===== src/rtl/shift_reg_pkg.sv =====
// Shared types for the shift_reg_n block: the operation encoding and the
// helper that sizes the fill counter.
package shift_reg_pkg;

  typedef enum logic [1:0] {
    HOLD      = 2'd0,
    SHIFT_FWD = 2'd1,
    SHIFT_BWD = 2'd2,
    LOAD      = 2'd3
  } mode_t;

  // Bits needed to count 0..depth inclusive.
  function automatic int fill_width(input int depth);
    return $clog2(depth + 1);
  endfunction

endpackage


===== src/rtl/shift_reg_n_dff_en.sv =====
// One WIDTH-bit storage cell with clock enable and synchronous reset to zero.
module dff_en #(
  parameter int WIDTH = 1
) (
  input  logic             clk,
  input  logic             reset,
  input  logic             en,
  input  logic [WIDTH-1:0] d,
  output logic [WIDTH-1:0] q
);

  logic [WIDTH-1:0] q_q;

  always_ff @(posedge clk) begin
    if (reset) begin
      q_q <= '0;
    end else if (en) begin
      q_q <= d;
    end
  end

  assign q = q_q;

endmodule


===== src/rtl/shift_reg_n.sv =====
// Parametrised bidirectional shift register with parallel load, tap output
// and a saturating fill counter.
module shift_reg_n
  import shift_reg_pkg::*;
#(
  parameter int WIDTH = 1,
  parameter int DEPTH = 3
) (
  input  logic                       clk,
  input  logic                       reset,
  input  logic                       en,
  input  logic [1:0]                 mode,
  input  logic [WIDTH-1:0]           d,
  input  logic [DEPTH*WIDTH-1:0]     load_data,
  input  logic [$clog2(DEPTH)-1:0]   tap_sel,
  output logic [WIDTH-1:0]           q_fwd,
  output logic [WIDTH-1:0]           q_bwd,
  output logic [WIDTH-1:0]           q_tap,
  output logic [DEPTH*WIDTH-1:0]     q_all,
  output logic [$clog2(DEPTH+1)-1:0] fill,
  output logic                       full
);

  localparam int TAP_W  = $clog2(DEPTH);
  localparam int FILL_W = fill_width(DEPTH);
  localparam logic [FILL_W-1:0] FILL_MAX = FILL_W'(DEPTH);

  mode_t mode_e;
  assign mode_e = mode_t'(mode);

  logic [WIDTH-1:0] stage_q [DEPTH];

  for (genvar gi = 0; gi < DEPTH; gi++) begin : g_stage
    logic [WIDTH-1:0] fwd_src;
    logic [WIDTH-1:0] bwd_src;
    logic [WIDTH-1:0] stage_d;

    // End stages take the serial input; inner stages take their neighbour.
    if (gi == 0) begin : g_fwd_head
      assign fwd_src = d;
    end else begin : g_fwd_mid
      assign fwd_src = stage_q[gi-1];
    end

    if (gi == DEPTH - 1) begin : g_bwd_head
      assign bwd_src = d;
    end else begin : g_bwd_mid
      assign bwd_src = stage_q[gi+1];
    end

    always_comb begin
      stage_d = stage_q[gi];
      case (mode_e)
        SHIFT_FWD: stage_d = fwd_src;
        SHIFT_BWD: stage_d = bwd_src;
        LOAD:      stage_d = load_data[gi*WIDTH +: WIDTH];
        default:   stage_d = stage_q[gi];
      endcase
    end

    dff_en #(.WIDTH(WIDTH)) u_cell (
      .clk   (clk),
      .reset (reset),
      .en    (en),
      .d     (stage_d),
      .q     (stage_q[gi])
    );

    assign q_all[gi*WIDTH +: WIDTH] = stage_q[gi];
  end

  assign q_fwd = stage_q[DEPTH-1];
  assign q_bwd = stage_q[0];

  logic [FILL_W-1:0] fill_d, fill_q;
  logic              full_d, full_q;

  always_comb begin
    fill_d = fill_q;
    if (en) begin
      case (mode_e)
        SHIFT_FWD, SHIFT_BWD: if (fill_q != FILL_MAX) fill_d = fill_q + 1'b1;
        LOAD:                 fill_d = FILL_MAX;
        default:              fill_d = fill_q;
      endcase
    end
    full_d = (fill_d == FILL_MAX);
  end

  always_ff @(posedge clk) begin
    if (reset) begin
      fill_q <= '0;
      full_q <= 1'b0;
    end else begin
      fill_q <= fill_d;
      full_q <= full_d;
    end
  end

  assign fill = fill_q;
  assign full = full_q;

  // Out-of-range selects (non power-of-2 DEPTH) match no stage and read 0.
  always_comb begin
    q_tap = '0;
    for (int i = 0; i < DEPTH; i++) begin
      if (tap_sel == TAP_W'(i)) q_tap = stage_q[i];
    end
  end

endmodule

===== config.mk =====
export PLATFORM = sky130hd
export DESIGN_NAME = shift_reg_n
export DESIGN_NICKNAME = d
export VERILOG_FILES = /design/src/rtl/shift_reg_pkg.sv /design/src/rtl/shift_reg_n_dff_en.sv /design/src/rtl/shift_reg_n.sv
export SDC_FILE = /design/constraint.sdc
export NUM_CORES = 1
export LEC_CHECK = 0
export BUFFER_PORTS_ARGS = -buffer_cell sky130_fd_sc_hd__buf_2
export CORE_AREA = 4 4 41 43
export CTS_CLUSTER_DIAMETER = 120
export DETAILED_ROUTE_END_ITERATION = 8
export DIE_AREA = 0 0 45 47
export GPL_TIMING_DRIVEN = 0
export PLACE_DENSITY = 0.66
export REMOVE_ABC_BUFFERS = 1
export SKIP_CTS_REPAIR_TIMING = 1
export SLEW_MARGIN = 15
export SYNTH_ARGS = -nofsm -noshare
export SYNTH_HDL_FRONTEND = slang
export SYNTH_HIERARCHICAL = 1
export SYNTH_SLANG_ARGS = --single-unit

===== constraint.sdc =====
create_clock -name clk -period 2.5 [get_ports clk]
set_input_delay 0.125 -clock clk [delete_from_list [all_inputs] [get_ports clk]]
set_output_delay 0.125 -clock clk [all_outputs]
set_load 0.01 [all_outputs]

==> results of run 1 <==
-- layout make-up --
class                      count  area [um2]
clock buffer                   3        22.5
tap                           15        18.8
multi-input combinational     31         239
timing repair buffer          19        95.1
fill                         142         779
sequential                     6         120
inverter                       7        26.3
-- state kept, by name (all words and copies together) (netlist names) --
name / flops
g_stage.u_cell/q: 3
fill: 2
full: 1
-- kinds of logic (layout without fill, tap and decap cells) --
| family | after synthesis | count (layout) | share of synthesized area, % |
|---|---|---|---|
| multiplexers | 7 | 7 | 17.2 |
| flip-flops | 6 | 6 | 29.4 |
| AND/OR/NAND/NOR | 11 | 11 | 12.0 |
| buffers and inverters | 10 | 29 | 12.0 |
| AO/OA/AOI/OAI | 9 | 9 | 17.2 |
| adder cells (fa/ha/maj) | 4 | 4 | 12.3 |
-- routing by layer --
layer / GRT usage, % / vias to the layer above / wire [um]
met1: 9.79 / 172 / 392
met4: 3.51 / 0 / 0
met2: 14.4 / 23 / 412
met3: 4.98 / 0 / 119
li1: - / 204 / -
met5: 0 / - / 0
-- critical path, stage by stage (launching register included) --
cell     delay [ns]
dfxtp_1        0.42
mux2i_1        0.10
o22ai_1        0.14
buf_2          0.15
-- stage by stage --
step	cell area (um2)	setup slack, ns	utilization (%)
after floorplan	385	1.43	-
after global placement	499	1.25	38.4
after detailed placement	499	1.21	38.4
after CTS	522	1.30	40.1
after global routing	522	1.25	40.1
final	522	1.33	40.1
-- power by group --
part | internal [W] | total, W | switching (W)
clock network | 0.0000541 | 0.0000861 | 0.0000320
registers | 0.000101 | 0.000108 | 0.00000663
logic | 0.0000262 | 0.0000538 | 0.0000275
-- synthesized netlist by cell type --
| cell type | count |
|---|---|
| o21ai_0 | 1 |
| mux2i_1 | 7 |
| a222oi_1 | 3 |
| nand3_1 | 2 |
| a211oi_1 | 1 |
| nand2_1 | 2 |
| a311oi_1 | 1 |
| o22ai_1 | 2 |
| a31oi_1 | 1 |
| inv_1 | 7 |
| ha_1 | 4 |
| nor2_1 | 5 |
| nand2b_1 | 1 |
| buf_4 | 3 |
| dfxtp_1 | 6 |
| nor2b_1 | 1 |
-- worst min path at each step --
stage	from	slack (ns)	to	cells past startpoint
after CTS	reset	0.11	g_stage[0].u_cell/q$_SDFFE_PP0P_	2
after detailed placement	reset	0.37	fill[1]$_SDFF_PP0_	2
after floorplan	reset	0.19	full$_SDFF_PP0_	1
final	reset	0.12	g_stage[0].u_cell/q$_SDFFE_PP0P_	2
after global routing	reset	0.11	g_stage[0].u_cell/q$_SDFFE_PP0P_	2
after global placement	reset	0.37	g_stage[0].u_cell/q$_SDFFE_PP0P_	2
==> results.md, run 1 <==
- Post-Syn Area per Cell: 8.68 um2
- Worst Max-Slew Pin Slew: 0.299 ns
- Commonest cells after routing, fill and taps aside: 19 x buf_2, 7 x inv_1, 7 x mux2i_1
- Synthesized cell area: 408 um2
- Status: complete, no violations
- Share of layout cells above drive strength 1: 33.3%
- Vias in the first global route: 364
- Die H: between 40 and 50 um
- Lkg Pwr: 0.262 nW
- Global-route wire length before repair: 1370 um
- I/O pins: 20
- Setup tns final: 0 ns
- Initial cell density of the core: 31.3%
- Slew headroom: 80.0%
- CP Launch Type: flop
- Post-synthesis sequential area ratio: 29.4%
- Flops & latches, synth: 6
- Commonest non-fill, non-tap cell in the layout: buf_2
- Root buf cell: clkbuf_4
- CTS tree: built
- Pwr dens: 475 nW/um2
- Nets: 83
- Number of synthesis warnings: 6
- Hpwl dp: between 700 and 800 um
- DRC viols: 0
- CTS H-Tree Depth: 1
- Max cap viols: 0
- Synth top area share: 29.4%
- Core box area: 1300 um2
- Critical R2R Capture: g_stage[2].u_cell/q$_SDFFE_PP0P_
- Total congestion overflow: 0
- Overall power: 0.000248 W
- Largest net degree at the start of global routing: 7
- Rows: 13
- FF-to-FF setup slack: 1.38 ns
- Worst EP required: 2.38 ns
- Setup-failing EPs final: 0
- R2R depth: 4
- Type of the worst min-delay path: input pin to flop
- End point of the critical path: q_tap
- Max clock buf depth: 2
- Port Buffers: 19
- Via density: 4.93
- Antenna-violating nets left: 0
- Largest area contributor in the netlist: dfxtp_1
- Worst Path Arrival: roughly 1.1 ns
- Post-Synthesis Cells: 47
- Initial antenna violation count: 0
- Non-filler cells, final: 81
- Maximum fanout along the worst path: 6
- Final wirelength: 924 um
- FF-to-FF Start: g_stage[1].u_cell/q$_SDFFE_PP0P_
- Cts bufs inserted: 3
- Iter 0 DRT Violations: 14
- Max Clk Rate: 0.855 GHz
- Synth area leaders: dfxtp_1 29%, mux2i_1 17%, ha_1 12%
- Crit path from: g_stage[0].u_cell/q$_SDFFE_PP0P_
- Final hold vios: 0
- TritonRoute pass-1 iters: 5
- Worst setup EP type: output pin
- Skew-Pair Late Insertion Delay: about 0.24 ns
- Distinct cells, synth: 16
- Global Route Usage Sum: under 10%
- Max Slew Vio Count: 0
- Vias: 399
- Avg WL per Cell: between 10 and 15 um
- Gpl congestion: 0.728
- RSZ-0062 raised after global routing: no
- Clock-pin slew on the worst setup and hold paths: roughly 0.040 ns
- Min Tclk post-route: about 1.2 ns
- Die X: 45 um
- Die footprint: about 2100 um2
- Fin Hold WS: ~0.12 ns
- Max VDD drop: 0.250 mV
- Critical path type: flop to output pin
- Synth-to-Final Area Change: 27.9%
- Fin crit share: 46.8%
- TritonCTS Sinks: 6
- Antenna Cells: 0
- DP Cell Count: 78
- Fin Clk Skew: 0.0000736 ns
(Power assumes the default switching activity.)
==> run 2: changes to the inputs <==
clock period = 1.1 ns   (was 2.5 ns; I/O delays follow)
==> results.md, run 2 (same netlist as run 1, synthesis figures left out) <==
- Commonest cells after routing, fill and taps aside: 19 x buf_2, 7 x inv_1, 7 x mux2i_1
- Fin crit share: 97.6%
- Worst path slowest cell: dfxtp_4
- Skew-Pair Late Insertion Delay: 0.24 ns
- Gpl congestion: 0.728
- Max Clk Rate: 0.931 GHz
- Worst Path Arrival: 1.21 ns
- TritonCTS Sinks: 6
- Final wirelength: 959 um
- Lkg Pwr: 0.275 nW
- Core Util, Final: 41.8%
- Max cap viols: 0
- Vias: 415
- Most used cell, CP: mux2i_1
- Core box area: 1300 um2
- Antenna-violating nets left: 0
- Share of layout cells above drive strength 1: 38.2%
- Worst Hold Launch: reset
- CP max stage delay: 0.35 ns
- CTS H-Tree Depth: 1
- FF-to-FF Start: g_stage[1].u_cell/q$_SDFFE_PP0P_
- Pwr dens: 1040 nW/um2
- Worst EP required: approximately 1.2 ns
- CP Launch Type: flop
- Slew headroom: 80.0%
- DRC viols: 0
- Max VDD drop: 0.560 mV
- Cts bufs inserted: 3
- Nets: 85
- Global Route Usage Sum: 8.93%
- Initial cell density of the core: 31.3%
- Vias in the first global route: 364
- Setup-failing EPs final: 0
- Largest net degree at the start of global routing: 7
- Max Slew Vio Count: 0
- Global-route wire length before repair: 1370 um
- Max clock buf depth: 2
- Final hold vios: 0
- Maximum fanout along the worst path: 4
- Root buf cell: clkbuf_4
- Synth-to-Final Area Change: 33.4%
- Iter 0 DRT Violations: 16
- Post-DP Area: 499 um2
- Clock-pin slew on the worst setup and hold paths: 0.04 ns
- Via density: around 5.0
- Port Buffers: 19
- Finished Cell Area: 544 um2
- Worst setup EP type: flop
- Die X: between 40 and 50 um
- Critical path type: flop to flop
- Commonest non-fill, non-tap cell in the layout: buf_2
- Avg WL per Cell: 11.6 um
- Die H: 47 um
- Fin Clk Skew: 0.0000736 ns
- Crit path from: g_stage[1].u_cell/q$_SDFFE_PP0P_
- Die footprint: 2120 um2
- Rows: 13
- I/O pins: 20
- Number of flip-flops in the largest register: 3
- Total congestion overflow: 0
- Worst Max-Slew Pin Slew: 0.300 ns
- Type of the worst min-delay path: input pin to flop
- CTS tree: built
- TritonRoute pass-1 iters: 4
- Antenna Cells: 0
- Hpwl dp: 741 um
- Crit-path cells: a222oi_1 -> mux2i_1 -> mux2i_1 -> nor2_1
- Filler Cell Count: 143
- Min Tclk post-route: 1.07 ns
- Status: complete, no violations
- RSZ-0062 raised after global routing: yes
- Initial antenna violation count: 0
run 2: cell types whose count changed in the layout (fill, tap and decap cells not counted), sizes merged:
cell,delta
buf,+2
run 2: path summary, 6_finish.rpt:
| kind | slack [ns] | cells after the start | endpoint |
|---|---|---|---|
| worst max register to register | 0.03 | 4 | g_stage[2].u_cell/q$_SDFFE_PP0P_ |
| worst max-delay path | 0.03 | 4 | g_stage[2].u_cell/q$_SDFFE_PP0P_ |
| worst min register to register | 0.56 | 2 | full$_SDFF_PP0_ |
| worst min-delay path | 0.04 | 2 | g_stage[0].u_cell/q$_SDFFE_PP0P_ |
run 2: area by class of cell:
cell class              count  area, um2  area share (%)
well taps                  15       18.8            3.45
clock buffers               3       22.5            4.14
flip-flops and latches      6        128            23.4
multi-input cells          31        239            43.9
repair buffers             21        110            20.2
inverters                   7       26.3            4.83
run 2: routing by layer:
layer  vias to the layer above  global-route usage, %  part of all wire [%]
li1                        209                      -                     -
met1                       179                   9.79                    43
met2                        27                   14.4                    44
met3                         0                   4.98                    13
met4                         0                   3.51                     0
met5                         -                      0                     0
run 2: power breakdown:
part | total [W] | switching [W] | internal (W)
Combinational | 0.000128 | 0.0000647 | 0.0000631
Clock | 0.000195 | 0.0000721 | 0.000123
Sequential | 0.000242 | 0.0000140 | 0.000228
run 2: worst max-delay path, delay by kind of cell (launching register included):
kind	cells	cell delay (ns)
multiplexers	2	0.26
AO/OA/AOI/OAI	1	0.30
AND/OR/NAND/NOR	1	0.05
flip-flops	1	0.35
run 2: metrics by stage:
stage	total power (W)	std cells	setup TNS, ns	setup slack, ns	hold WS (ns)
after floorplan	0.000316	44	0	0.0304	0.124
after global placement	0.000369	78	-0.392	-0.0840	0.304
after detailed placement	0.000371	78	-0.429	-0.115	0.295
after CTS	0.000571	81	-0.0851	-0.0320	0.0409
after global routing	0.000602	83	-0.109	-0.0653	0.0315
final	0.000564	83	0	0.0260	0.0376
